<file path="src/rtl/key_sched_ctrl.sv">
// AES key-expansion sequencer: walks word index i through the cipher-key load
// and expansion phases and drives the mux select and transform enables per word.
module key_sched_ctrl (
    input  logic       Clk,
    input  logic       Reset_n,
    input  logic       Start,
    input  logic [1:0] KeyLen,
    input  logic       Stall,
    output logic [2:0] Sel,
    output logic [5:0] WordIdx,
    output logic       WordValid,
    output logic       LoadKey,
    output logic       RotSubEn,
    output logic       SubOnlyEn,
    output logic [3:0] RconIdx,
    output logic       Busy,
    output logic       Done,
    output logic       Error,
    output logic [1:0] DbgState
);

    // Handshake: a word is transferred in every cycle where WordValid=1.
    // Stall=1 from downstream freezes all sequencing state and masks WordValid
    // combinationally, so the held word is offered again when Stall falls.

    typedef enum logic [1:0] {
        IDLE   = 2'd0,
        LOAD   = 2'd1,
        EXPAND = 2'd2,
        FINISH = 2'd3
    } state_t;

    state_t     state_q, state_d;
    logic [5:0] idx_q, idx_d;
    logic [2:0] mod_q, mod_d;
    logic [3:0] rcon_q, rcon_d;
    logic [3:0] nk_q, nk_d;
    logic [5:0] ntot_q, ntot_d;
    logic       busy_q, load_q, rot_q, sub_q, done_q, err_q;
    logic       busy_d, load_d, rot_d, sub_d, done_d, err_d;
    logic       mod_last, key_last, sched_last;
    logic [2:0] mod_inc;

    always_comb begin
        mod_last   = ({1'b0, mod_q} == (nk_q - 4'd1));
        mod_inc    = mod_last ? 3'd0 : (mod_q + 3'd1);
        key_last   = (idx_q == ({2'b00, nk_q} - 6'd1));
        sched_last = (idx_q == (ntot_q - 6'd1));

        state_d = state_q;
        idx_d   = idx_q;
        mod_d   = mod_q;
        rcon_d  = rcon_q;
        nk_d    = nk_q;
        ntot_d  = ntot_q;
        err_d   = 1'b0;

        case (state_q)
            IDLE: begin
                if (Start) begin
                    if (KeyLen == 2'b11) begin
                        err_d = 1'b1;
                    end else begin
                        // Ntot = 4 * (Nk + 7): 44, 52 or 60 words
                        case (KeyLen)
                            2'b00:   begin nk_d = 4'd4; ntot_d = 6'd44; end
                            2'b01:   begin nk_d = 4'd6; ntot_d = 6'd52; end
                            default: begin nk_d = 4'd8; ntot_d = 6'd60; end
                        endcase
                        idx_d   = 6'd0;
                        mod_d   = 3'd0;
                        rcon_d  = 4'd1;
                        state_d = LOAD;
                    end
                end
            end
            LOAD: begin
                if (!Stall) begin
                    idx_d = idx_q + 6'd1;
                    mod_d = mod_inc;
                    if (key_last) begin
                        state_d = EXPAND;
                    end
                end
            end
            EXPAND: begin
                if (!Stall) begin
                    if (mod_q == 3'd0) begin
                        rcon_d = rcon_q + 4'd1;
                    end
                    if (sched_last) begin
                        state_d = FINISH;
                    end else begin
                        idx_d = idx_q + 6'd1;
                        mod_d = mod_inc;
                    end
                end
            end
            FINISH: begin
                state_d = IDLE;
            end
            default: begin
                state_d = IDLE;
            end
        endcase

        // Output flags are derived from the next state so they land in flops.
        busy_d = (state_d == LOAD) || (state_d == EXPAND);
        load_d = (state_d == LOAD);
        rot_d  = (state_d == EXPAND) && (mod_d == 3'd0);
        sub_d  = (state_d == EXPAND) && (nk_d == 4'd8) && (mod_d == 3'd4);
        done_d = (state_d == FINISH);
    end

    always_ff @(posedge Clk or negedge Reset_n) begin
        if (!Reset_n) begin
            state_q <= IDLE;
            idx_q   <= 6'd0;
            mod_q   <= 3'd0;
            rcon_q  <= 4'd0;
            nk_q    <= 4'd4;
            ntot_q  <= 6'd44;
            busy_q  <= 1'b0;
            load_q  <= 1'b0;
            rot_q   <= 1'b0;
            sub_q   <= 1'b0;
            done_q  <= 1'b0;
            err_q   <= 1'b0;
        end else begin
            state_q <= state_d;
            idx_q   <= idx_d;
            mod_q   <= mod_d;
            rcon_q  <= rcon_d;
            nk_q    <= nk_d;
            ntot_q  <= ntot_d;
            busy_q  <= busy_d;
            load_q  <= load_d;
            rot_q   <= rot_d;
            sub_q   <= sub_d;
            done_q  <= done_d;
            err_q   <= err_d;
        end
    end

    assign Sel       = mod_q;
    assign WordIdx   = idx_q;
    assign RconIdx   = rcon_q;
    assign WordValid = busy_q & ~Stall;
    assign LoadKey   = load_q;
    assign RotSubEn  = rot_q;
    assign SubOnlyEn = sub_q;
    assign Busy      = busy_q;
    assign Done      = done_q;
    assign Error     = err_q;
    assign DbgState  = state_q;

endmodule

</file>
<file path="config.mk">
export PLATFORM = sky130hd
export DESIGN_NAME = key_sched_ctrl
export DESIGN_NICKNAME = d
export VERILOG_FILES = /design/src/rtl/key_sched_ctrl.sv
export SDC_FILE = /design/constraint.sdc
export NUM_CORES = 1
export LEC_CHECK = 0
export CAP_MARGIN = 5
export CORE_MARGIN = 2
export CORE_UTILIZATION = 38
export DETAILED_ROUTE_END_ITERATION = 10
export SYNTH_ARGS = -nofsm -noshare
export SYNTH_HDL_FRONTEND = slang
export SYNTH_SLANG_ARGS = --single-unit
</file>
<file path="constraint.sdc">
create_clock -name Clk -period 4.1 [get_ports Clk]
set_input_delay 0.82 -clock Clk [delete_from_list [all_inputs] [get_ports Clk]]
set_output_delay 0.82 -clock Clk [all_outputs]
set_load 0.03 [all_outputs]
</file>
==> metrics.md <==
| Metric | Value |
|---|---|
| Top cells by area, synth | `dfrtp_1 (37%), ha_1 (8.9%), xnor2_1 (5.2%), nand2_1 (4.0%), nor2_1 (3.8%)` |
| Period utilisation layout | `74.1%` |
| Fill cell count | `438` |
| Hold/Removal Path Class | `reg2reg` |
| Util after Layout | `47.7%` |
| Final antenna-violating net count | `0` |
| Area grow syn2layout | `22.5%` |
| Syn_area_per_cell | `~9.3 µm²` |
| Slew margin rel. | `72.1%` |
| Number of flops mapped to enable cells by yosys | `0` |
| Final wirelength | `3720 µm` |
| Clk_lat worst skew | `~0.28 ns` |
| GPL Wtd Cong | `0.854` |
| Critical Path Fanout Max | `7` |
| Unrepaired setup endpoints after global routing | `no` |
| Multi-input logic area | `about 940 µm²` |
| First-pass DRT Iterations | `4` |
| Cells after DPL | `258` |
| Crit-path max cell delay | `0.68 ns` |
| WP buf/inv | `2` |
| Crit-path cells | `clkdlybuf4s50_1, nor2b_1, clkdlybuf4s50_1` |
| Worst path required time | `between 3 and 4 ns` |
| Layout Skew | `about 0.013 ns` |
| Tot GR Track Use | `16.2%` |
| Async set or reset register ratio after synthesis | `between 90% and 100%` |
| Commonest cells after routing, fill and taps aside | `clkdlybuf4s50_1 (27), dfrtp_1 (25), nand2_1 (18)` |
| Max Freq | `329 MHz` |
| Cell Count, Final, Fillers Out | `262` |
| Leakage power | `~0.91 nW` |
| CTS H-Tree Depth | `1` |
| Setup Fix Bufs, Post-CTS | `0` |
| #FFs+latches synth | `27` |
| Hold Fails Final Rpt | `0` |
| Max IR drop VDD | `0.362 mV` |
| Initial DRC count | `53` |
| Per-cell routed wire length | `14.2 µm` |
| CP Class | `in2out` |
| Io pins | `28` |
| Full die area | `0.00498 mm²` |
| CP dominant cell by count | `clkdlybuf4s50_1` |
| Width of the die | `70.6 µm` |
| Endpoints failing setup | `0` |
| Pin count of the biggest net entering global routing | `28` |
| Worst-margin pin slew | `approximately 0.42 ns` |
| Grt total ovfl | `0` |
| Seq/Total Area, Yosys | `40.2%` |
| Core Footprint | `0.00432 mm²` |
| Syn nets | `199` |
| Yosys top cell by area | `dfrtp_1` |
| Number of global-route vias before repair | `between 1000 and 1500` |
| Clock Sinks | `27` |
| Power Dens Cells | `654 mW/mm²` |
| Vias per cell | `around 5.4` |
| Vias | `1410` |
| Number of port buffers | `27` |
| Max-slew violations | `0` |
| Commonest non-fill, non-tap cell in the layout | `clkdlybuf4s50_1` |
| First-pass GRT wire length | `between 6000 and 7000 µm` |
| Critical Path Source Type | `input port` |
| FP Rows | `24` |
| Post-Synthesis Cells | `181` |
| Initial Utilization | `39.0%` |
| Clock Path Buffers | `2` |
| Yosys top cell area share | `37.1%` |
| Worst EP arrival | `roughly 2.2 ns` |
| Status | `completed` |
| Post-DP HPWL | `around 2800 µm` |
| Total CTS buffers | `3` |
| Top_reg_cell synth | `dfrtp_1` |
| Hold_buf cts | `0` |
| Critical path's slowest cell | `clkdlybuf4s50_1` |
| Ys Warns | `0` |
| Setup TNS | `0 ns` |
| Reg area | `678 µm²` |
| Initial antenna violation count | `0` |
| # resized after CTS | `0` |
| Antenna cells | `0` |
| DRC violations left | `0` |
| Post-synth cell types | `43` |
| Synthesized cell area | `0.00169 mm²` |
| Critical path's top delay family | `buffers and inverters` |
| Kind of end point of the critical path | `output pin` |
| Final min period | `3.04 ns` |
| Die Y | `70.6 µm` |
| Max-Cap Viols | `0` |
| Nets | `229` |
| Clock-pin transition on the worst setup and hold timing paths | `0.09 ns` |
| CTS tree | `done` |
| Layout cells sized above 1 | `4.76%` |
| CTS Root Cell | `clkbuf_8` |
layout make-up:
type                       count  share of cell area [%]
sequential                    27                    32.8
multi-input combinational    136                    45.5
tap                           52                    3.15
timing repair buffer          29                    13.8
inverter                      14                    2.55
clock buffer                   4                    2.18
cells by family after synthesis:
logic type / after synthesis / share of synthesized area, %
buffers and inverters: 18 / 4.08
adders and majority gates: 12 / 8.91
DFF: 27 / 40.2
AOI/OAI and AO/OA: 35 / 14.5
xor gates and xnor gates: 13 / 8.46
and+or+nand+nor: 73 / 22.0
muxes: 3 / 1.78
routing by layer:
metal | global-route usage [%] | vias up | share of wire, %
li1 | - | 690 | -
met1 | 22.0 | 677 | 47
met2 | 27.0 | 35 | 48
met3 | 2.14 | 8 | 3.0
met4 | 5.45 | 0 | 1.9
met5 | 0 | - | 0
through the flow:
step                      instance area, µm²  hold WS [ns]  worst slack, ns  power [W]
after floorplan                         1690         0.482             1.89   0.000972
after global placement                  2020         0.515             1.08    0.00118
after detailed placement                2020         0.522             1.06    0.00120
after CTS                               2060         0.536             1.06    0.00136
after global routing                    2060         0.589             1.02    0.00147
final                                   2060         0.534             1.06    0.00135
sequential cells by signal (all words and copies together) (netlist names):
register / flops
Busy: 1
DbgState: 2
Done: 1
Error: 1
LoadKey: 1
RconIdx: 4
RotSubEn: 1
Sel: 3
SubOnlyEn: 1
WordIdx: 6
nk_q: 4
ntot_q: 2
worst paths after layout:
kind,from,cells past startpoint,slack [ns],end
setup / recovery,Stall,3,1.06,WordValid
hold / removal,ntot_q[3]$_DFFE_PN1P_,2,0.53,ntot_q[3]$_DFFE_PN1P_
setup reg to reg,DbgState[0]$_DFF_PN0_,10,1.57,RotSubEn$_DFF_PN0_
hold reg to reg,ntot_q[3]$_DFFE_PN1P_,2,0.53,ntot_q[3]$_DFFE_PN1P_
max in group asynchronous,Reset_n,2,2.88,nk_q[2]$_DFF_PN1_
min in group asynchronous,Reset_n,2,0.91,WordIdx[4]$_DFFE_PN0P_
power by group:
group / switching, W / internal [W]
Clock: 0.0000862 / 0.0000697
Sequential: 0.0000965 / 0.000346
Combinational: 0.000411 / 0.000340
Total: 0.000594 / 0.000756
tightest hold or removal path, cell delays in order, from the launching register on:
cell and delay (ns):
dfstp_2 0.39, o21ai_0 0.06, o21ai_0 0.08
Yosys cell counts, drive strengths merged, types with 2 or more instances:
library cell	n
dfstp	2
nor2	17
a32o	3
dfrtp	25
mux2i	3
nor3	5
or2	3
nand2	18
nand2b	4
ha	12
and3	2
inv	14
a22o	3
nor3b	2
nor2b	4
o22ai	3
a21oi	5
nand3	11
o21ai	10
a211oi	3
a31oi	2
clkbuf	3
xnor2	10
Note: power is estimated with default switching activity, not from simulation.
